**src/rtl/mem_rd_arbiter_if.sv**
```systemverilog
// Bundle of the icache, LSU and downstream AR/R channels around mem_rd_arbiter.
// "master" is the environment side (requesters plus memory); "slave" is the arbiter itself.
interface mem_rd_arbiter_if #(
  parameter int ADDR_W = 32,
  parameter int DATA_W = 32
);
  logic              ic_arvalid;
  logic [ADDR_W-1:0] ic_araddr;
  logic              ic_arready;
  logic              ic_rvalid;
  logic [DATA_W-1:0] ic_rdata;
  logic [1:0]        ic_rresp;
  logic              ic_rready;

  logic              ls_arvalid;
  logic [ADDR_W-1:0] ls_araddr;
  logic [2:0]        ls_arsize;
  logic              ls_arready;
  logic              ls_rvalid;
  logic [DATA_W-1:0] ls_rdata;
  logic [1:0]        ls_rresp;
  logic              ls_rready;

  logic              out_arvalid;
  logic [ADDR_W-1:0] out_araddr;
  logic [2:0]        out_arsize;
  logic              out_arready;
  logic              out_rvalid;
  logic [DATA_W-1:0] out_rdata;
  logic [1:0]        out_rresp;
  logic              out_rready;

  modport master (
    output ic_arvalid, ic_araddr, ic_rready,
    output ls_arvalid, ls_araddr, ls_arsize, ls_rready,
    output out_arready, out_rvalid, out_rdata, out_rresp,
    input  ic_arready, ic_rvalid, ic_rdata, ic_rresp,
    input  ls_arready, ls_rvalid, ls_rdata, ls_rresp,
    input  out_arvalid, out_araddr, out_arsize, out_rready
  );

  modport slave (
    input  ic_arvalid, ic_araddr, ic_rready,
    input  ls_arvalid, ls_araddr, ls_arsize, ls_rready,
    input  out_arready, out_rvalid, out_rdata, out_rresp,
    output ic_arready, ic_rvalid, ic_rdata, ic_rresp,
    output ls_arready, ls_rvalid, ls_rdata, ls_rresp,
    output out_arvalid, out_araddr, out_arsize, out_rready
  );
endinterface

```
**src/rtl/mem_rd_arbiter.sv**
```systemverilog
// Two-requester (icache / LSU) arbiter for a single AXI-lite style read port, one transaction at a time.
// Default is strict LSU priority; define MEM_RD_ARB_RR_EN for round-robin on simultaneous requests.
module mem_rd_arbiter #(
  parameter int ADDR_W = 32,
  parameter int DATA_W = 32
) (
  input  logic                 clock,
  input  logic                 reset,
  mem_rd_arbiter_if.slave      bus
);

  localparam logic [1:0] S_IDLE = 2'd0;
  localparam logic [1:0] S_ADDR = 2'd1;
  localparam logic [1:0] S_DATA = 2'd2;

  logic [1:0]        state_q, state_d;
  logic              grant_q, grant_d;
  logic              last_grant_q, last_grant_d;
  logic [ADDR_W-1:0] araddr_q, araddr_d;
  logic [2:0]        arsize_q, arsize_d;

  logic any_req, pick_ls, in_idle, ic_sel, ls_sel, out_rready_w;

  always_comb begin
    any_req = bus.ic_arvalid | bus.ls_arvalid;
`ifdef MEM_RD_ARB_RR_EN
    // On a tie the requester not served last wins; last_grant resets to icache so LSU takes the first tie.
    pick_ls = bus.ls_arvalid & (~bus.ic_arvalid | ~last_grant_q);
`else
    pick_ls = bus.ls_arvalid;
`endif
  end

`ifndef MEM_RD_ARB_RR_EN
  logic unused_last_grant;
  assign unused_last_grant = last_grant_q;
`endif

  // Gate with reset so no request is accepted while reset is held.
  assign in_idle      = (state_q == S_IDLE) & ~reset;
  assign ic_sel       = (state_q == S_DATA) & ~grant_q;
  assign ls_sel       = (state_q == S_DATA) &  grant_q;
  assign out_rready_w = (ic_sel & bus.ic_rready) | (ls_sel & bus.ls_rready);

  always_comb begin
    state_d      = state_q;
    grant_d      = grant_q;
    last_grant_d = last_grant_q;
    araddr_d     = araddr_q;
    arsize_d     = arsize_q;
    case (state_q)
      S_IDLE: begin
        if (any_req) begin
          grant_d      = pick_ls;
          last_grant_d = pick_ls;
          araddr_d     = pick_ls ? bus.ls_araddr : bus.ic_araddr;
          arsize_d     = pick_ls ? bus.ls_arsize : 3'b010;
          state_d      = S_ADDR;
        end
      end
      S_ADDR: if (bus.out_arready) state_d = S_DATA;
      S_DATA: if (bus.out_rvalid && out_rready_w) state_d = S_IDLE;
      default: state_d = S_IDLE;
    endcase
  end

  always_ff @(posedge clock or posedge reset) begin
    if (reset) begin
      state_q      <= S_IDLE;
      grant_q      <= 1'b0;
      last_grant_q <= 1'b0;
      araddr_q     <= '0;
      arsize_q     <= '0;
    end else begin
      state_q      <= state_d;
      grant_q      <= grant_d;
      last_grant_q <= last_grant_d;
      araddr_q     <= araddr_d;
      arsize_q     <= arsize_d;
    end
  end

  assign bus.ic_arready  = in_idle & bus.ic_arvalid & ~pick_ls;
  assign bus.ls_arready  = in_idle & pick_ls;

  assign bus.out_arvalid = (state_q == S_ADDR);
  assign bus.out_araddr  = araddr_q;
  assign bus.out_arsize  = arsize_q;
  assign bus.out_rready  = out_rready_w;

  // Only the granted requester in DATA sees the R channel; everything else reads as zero.
  assign bus.ic_rvalid   = ic_sel & bus.out_rvalid;
  assign bus.ic_rdata    = ic_sel ? bus.out_rdata : '0;
  assign bus.ic_rresp    = ic_sel ? bus.out_rresp : 2'b00;
  assign bus.ls_rvalid   = ls_sel & bus.out_rvalid;
  assign bus.ls_rdata    = ls_sel ? bus.out_rdata : '0;
  assign bus.ls_rresp    = ls_sel ? bus.out_rresp : 2'b00;

endmodule

```
**src/flat_wrapper.sv**
```systemverilog
// flat-port wrapper written by rule: the top's interface ports become plain ports
module mem_rd_arbiter_flat 
#(
  parameter int ADDR_W = 32,
  parameter int DATA_W = 32
)
  (clock, reset, bus_ic_arvalid, bus_ic_araddr, bus_ic_rready, bus_ls_arvalid, bus_ls_araddr, bus_ls_arsize, bus_ls_rready, bus_out_arready, bus_out_rvalid, bus_out_rdata, bus_out_rresp, bus_ic_arready, bus_ic_rvalid, bus_ic_rdata, bus_ic_rresp, bus_ls_arready, bus_ls_rvalid, bus_ls_rdata, bus_ls_rresp, bus_out_arvalid, bus_out_araddr, bus_out_arsize, bus_out_rready);
  mem_rd_arbiter_if #(.ADDR_W(ADDR_W), .DATA_W(DATA_W)) bus_i ();
  input  logic clock;
  input  logic reset;
  input wire logic [$bits(bus_i.ic_arvalid)-1:0] bus_ic_arvalid;
  input wire logic [$bits(bus_i.ic_araddr)-1:0] bus_ic_araddr;
  input wire logic [$bits(bus_i.ic_rready)-1:0] bus_ic_rready;
  input wire logic [$bits(bus_i.ls_arvalid)-1:0] bus_ls_arvalid;
  input wire logic [$bits(bus_i.ls_araddr)-1:0] bus_ls_araddr;
  input wire logic [$bits(bus_i.ls_arsize)-1:0] bus_ls_arsize;
  input wire logic [$bits(bus_i.ls_rready)-1:0] bus_ls_rready;
  input wire logic [$bits(bus_i.out_arready)-1:0] bus_out_arready;
  input wire logic [$bits(bus_i.out_rvalid)-1:0] bus_out_rvalid;
  input wire logic [$bits(bus_i.out_rdata)-1:0] bus_out_rdata;
  input wire logic [$bits(bus_i.out_rresp)-1:0] bus_out_rresp;
  output wire logic [$bits(bus_i.ic_arready)-1:0] bus_ic_arready;
  output wire logic [$bits(bus_i.ic_rvalid)-1:0] bus_ic_rvalid;
  output wire logic [$bits(bus_i.ic_rdata)-1:0] bus_ic_rdata;
  output wire logic [$bits(bus_i.ic_rresp)-1:0] bus_ic_rresp;
  output wire logic [$bits(bus_i.ls_arready)-1:0] bus_ls_arready;
  output wire logic [$bits(bus_i.ls_rvalid)-1:0] bus_ls_rvalid;
  output wire logic [$bits(bus_i.ls_rdata)-1:0] bus_ls_rdata;
  output wire logic [$bits(bus_i.ls_rresp)-1:0] bus_ls_rresp;
  output wire logic [$bits(bus_i.out_arvalid)-1:0] bus_out_arvalid;
  output wire logic [$bits(bus_i.out_araddr)-1:0] bus_out_araddr;
  output wire logic [$bits(bus_i.out_arsize)-1:0] bus_out_arsize;
  output wire logic [$bits(bus_i.out_rready)-1:0] bus_out_rready;
  assign bus_i.ic_arvalid = bus_ic_arvalid;
  assign bus_i.ic_araddr = bus_ic_araddr;
  assign bus_i.ic_rready = bus_ic_rready;
  assign bus_i.ls_arvalid = bus_ls_arvalid;
  assign bus_i.ls_araddr = bus_ls_araddr;
  assign bus_i.ls_arsize = bus_ls_arsize;
  assign bus_i.ls_rready = bus_ls_rready;
  assign bus_i.out_arready = bus_out_arready;
  assign bus_i.out_rvalid = bus_out_rvalid;
  assign bus_i.out_rdata = bus_out_rdata;
  assign bus_i.out_rresp = bus_out_rresp;
  assign bus_ic_arready = bus_i.ic_arready;
  assign bus_ic_rvalid = bus_i.ic_rvalid;
  assign bus_ic_rdata = bus_i.ic_rdata;
  assign bus_ic_rresp = bus_i.ic_rresp;
  assign bus_ls_arready = bus_i.ls_arready;
  assign bus_ls_rvalid = bus_i.ls_rvalid;
  assign bus_ls_rdata = bus_i.ls_rdata;
  assign bus_ls_rresp = bus_i.ls_rresp;
  assign bus_out_arvalid = bus_i.out_arvalid;
  assign bus_out_araddr = bus_i.out_araddr;
  assign bus_out_arsize = bus_i.out_arsize;
  assign bus_out_rready = bus_i.out_rready;
  mem_rd_arbiter #(.ADDR_W(ADDR_W), .DATA_W(DATA_W)) u_core (.clock(clock), .reset(reset), .bus(bus_i));
endmodule
```
**config.mk**
```make
export PLATFORM = sky130hd
export DESIGN_NAME = mem_rd_arbiter_flat
export DESIGN_NICKNAME = d
export VERILOG_FILES = /design/src/rtl/mem_rd_arbiter_if.sv /design/src/rtl/mem_rd_arbiter.sv /design/src/flat_wrapper.sv
export SDC_FILE = /design/constraint.sdc
export NUM_CORES = 1
export LEC_CHECK = 0
export CAP_MARGIN = 40
export CORE_MARGIN = 2
export CORE_UTILIZATION = 32
export CTS_BUF_LIST = sky130_fd_sc_hd__clkbuf_2 sky130_fd_sc_hd__clkbuf_4 sky130_fd_sc_hd__clkbuf_8
export CTS_CLUSTER_SIZE = 40
export DETAILED_ROUTE_END_ITERATION = 12
export GPL_TIMING_DRIVEN = 0
export PLACE_DENSITY = 0.85
export SETUP_SLACK_MARGIN = 0.3
export SLEW_MARGIN = 20
export SYNTH_ARGS = -nofsm -noshare
export SYNTH_HDL_FRONTEND = slang
export SYNTH_SLANG_ARGS = --single-unit
```
**constraint.sdc**
```tcl
create_clock -name clock -period 2.2 [get_ports clock]
set_input_delay 0.44 -clock clock [delete_from_list [all_inputs] [get_ports clock]]
set_output_delay 0.44 -clock clock [all_outputs]
set_load 0.02 [all_outputs]
```
==> impl_metrics.csv <==
group,metric,value,unit
worst_setup_path,cp-end-kind,"output port",
final_layout,fin_cells,565,
power_and_ir_drop,seqPwrFrac,0.230,
die,die-area,8130,um2
power_and_ir_drop,clockPowerShare,0.094,
synth,ys_seq_elements,38,
synth,synth_area_leaders,"dfrtp_1, mux2_2, and2_1, buf_6, clkbuf_2",
timing,max_slew.worst_pin.slew,0.488,ns
detailed_routing,wirelength,9.69,mm
detailed_routing,drt-initial-drc-count,60,
place,post-place-ws,-0.554,ns
final_layout,area.growth.synth_to_final,126,%
timing,slew_violations,0,
final_layout,num_antenna_cells,0,
final_layout,final_util,0.744,
timing,grt_setup_unrepaired,"true",
power_and_ir_drop,power_density,994,nW/um2
die,die_w,90.2,um
cts,cts_root_buffer,"clkbuf_8",
detailed_routing,avgViaCountPerCell,4.54,
synth,synth-compound-area-share,0.0221,
synth,ys_types,22,
power_and_ir_drop,comb_power_share,0.675,
timing,fmax,486,MHz
final_layout,fillers,482,
synth,synth_adder_area_share,0,
power_and_ir_drop,power_switching,2010,uW
place,io_buffers,217,
worst_setup_path,critPathKind,"reg2out",
job,cap_violations,0,
synth,post-synth-top-area-fraction,0.400,
worst_setup_path,arrival,1.62,ns
status,status,"finished, final reports clean",
worst_setup_path,rr_startpoint,"u_core.state_q[0]",
place,place_inst,526,
global_routing,grt_usage,0.215,
final_layout,nets,574,
place,place.gp.congestion,0.746,
synth,syn_avg_cell_area,11.4,um2
detailed_routing,drt_pre_antenna_iters,4,
synth,synth_simple_gate_area_frac,0.219,
hold_path,hp-class,"in2async",
synth,syn_inst,209,
die,die_height,90.2,um
final_layout,final_common_cell,"clkdlybuf4s50_1",
detailed_routing,ant_nets,0,
power_and_ir_drop,netSwitchingFraction,0.376,
global_routing,grt_first_pass_wirelength,14.0,mm
global_routing,grt_pass1_vias,2724,
die,start_util,0.329,
detailed_routing,drc,0,
timing,clock_skew,0.00740,ns
final_layout,drive_above_1_share,0.547,
worst_setup_path,crit_start,"u_core.state_q[0]",
cts,path_clk_slew,0.08,ns
timing,setup_viol,0,
timing,setup_ws,0.144,ns
die,core,7210,um2
power_and_ir_drop,p_leak,0.00241,uW
place,placedInstanceArea,4700,um2
timing,relSlewSlack,0.675,
worst_setup_path,cp_max_fo,8,
synth,yosys.area.top_type,"dfrtp_1",
global_routing,grt_antenna_before_repair,0,
synth,synth_warnings,0,
synth,synth_nets,318,
die,io-pin-count,218,
place,dpl.hpwl,6.64,mm
power_and_ir_drop,p_int,3330,uW
worst_setup_path,critPathRequiredTime,1.76,ns
power_and_ir_drop,ir_drop,0.546,mV
timing,period_share,0.934,
timing,period_needed,2.06,ns
timing,finalHoldViolCount,0,
cts,cts_sinks,38,
final_layout,layout_common_cells,"clkdlybuf4s50_1, buf_6, mux2_2",
cts,cts_buffers,5,
synth,synth.area.mux_share,0.308,
die,row_count,31,
cts,tritoncts,"done",
synth,synth_top_family_by_area,"multiplexers",
global_routing,grt_max_degree,15,
synth,seq_area_frac_synth,0.400,
cts,htreeDepth,2,
cts,clk_path_buf_depth,2,
cts,clk_latency,0.29,ns
detailed_routing,vias,2565,
final_layout,fin_area,5370,um2
detailed_routing,wl_per_cell,17.1,um
worst_setup_path,start_kind,"register",
synth,synth_xor_area_frac,0,
synth,synth_area,2380,um2
global_routing,overflow,0,
[through the flow]
| step | total power [uW] | setup TNS (ns) | hold slack (ns) |
|---|---|---|---|
| 2_1_floorplan | 2790 | 0 | 0.412 |
| 3_3_place_gp | 4180 | -11.61 | 0.477 |
| 3_5_place_dp | 4240 | -11.86 | 0.492 |
| 4_1_cts | 5000 | 0 | 0.294 |
| 5_1_grt | 5610 | 0 | 0.308 |
| 6_report | 5340 | 0 | 0.299 |
[critical path, cell delays in order, from the launching register on]
cell and delay, ns:
dfrtp_1 0.40, nand2b_4 0.18, nor2_4 0.11, buf_12 0.14
buf_6 0.10, buf_8 0.09, buf_6 0.09, and2_4 0.13
buf_6 0.11
[final cells by class]
class	instances	area (um2)	area share
plain buffers	13	165	0.0308
clock buffers	6	82.6	0.0154
clock inverters	2	12.5	0.00233
inverters	4	18.8	0.00349
multi-input cells	155	1470	0.274
flip-flops and latches	38	952	0.177
well taps	99	124	0.0231
repair buffers	248	2540	0.473
[cell usage after synthesis]
cell       instances
and4b_1            1
a32o_1             2
mux2_2            64
and2_2             2
mux2i_1            1
nor2b_1            1
nor2_1             3
inv_1              4
o21ai_2            1
nand2_1            2
nand2b_1           1
and3_1             1
clkbuf_2           5
a2bb2oi_1          1
and2_1            68
and2_0             1
nand2b_4           1
buf_6              7
dfrtp_1           38
clkbuf_1           1
o21ai_0            3
nor2_4             1
[cell families after synthesis]
group	Yosys count
simple gates	82
flops	38
mux	65
compound gates	7
buf+inv	17
[registers in the layout, summed over array words and instances, names as in the netlist]
signal	count
u_core.bus.out_araddr	32
u_core.bus.out_arsize	3
u_core.state_q	2
u_core.grant_q	1
[per-layer routing]
metal | part of all wire | vias up | track usage
li1 | - | 1210 | -
met1 | 0.36 | 1223 | 0.222
met2 | 0.56 | 117 | 0.424
met3 | 0.064 | 15 | 0.0612
met4 | 0.018 | 0 | 0.0500
met5 | 0 | - | 0
[power by group through the flow]
stage / sequential, uW / combinational, uW / clock, uW
floorplan: 1650 / 1140 / 0
global placement: 1230 / 2950 / 0
detailed placement: 1260 / 2980 / 0
CTS: 1230 / 3240 / 523
global route: 1280 / 3790 / 546
finish: 1230 / 3600 / 503
[repair_timing]
action / 4_1_cts / 5_1_grt
buffers inserted: 14 / 11
cloned: 5 / 1
hold buffers: 0 / 0
resized for setup: 368 / 151
pin swaps: 19 / 12
endpoints found under the hold margin: 0 / 0
endpoints found under the setup margin: 74 / 72
[final timing paths]
check / end / slack [ns] / depth (start not counted)
worst min-delay path: u_core.bus.out_araddr[27] / 0.30 / 3
max in group asynchronous: u_core.bus.out_araddr[21] / 1.52 / 4
worst max-delay path: bus_ic_rdata[15] / 0.14 / 8
worst min register to register: u_core.bus.out_arsize[0] / 0.51 / 1
worst max register to register: u_core.bus.out_araddr[20] / 0.53 / 7
min in group clock: u_core.bus.out_arsize[0] / 0.51 / 1
Note: power is estimated with default switching activity, not from simulation.
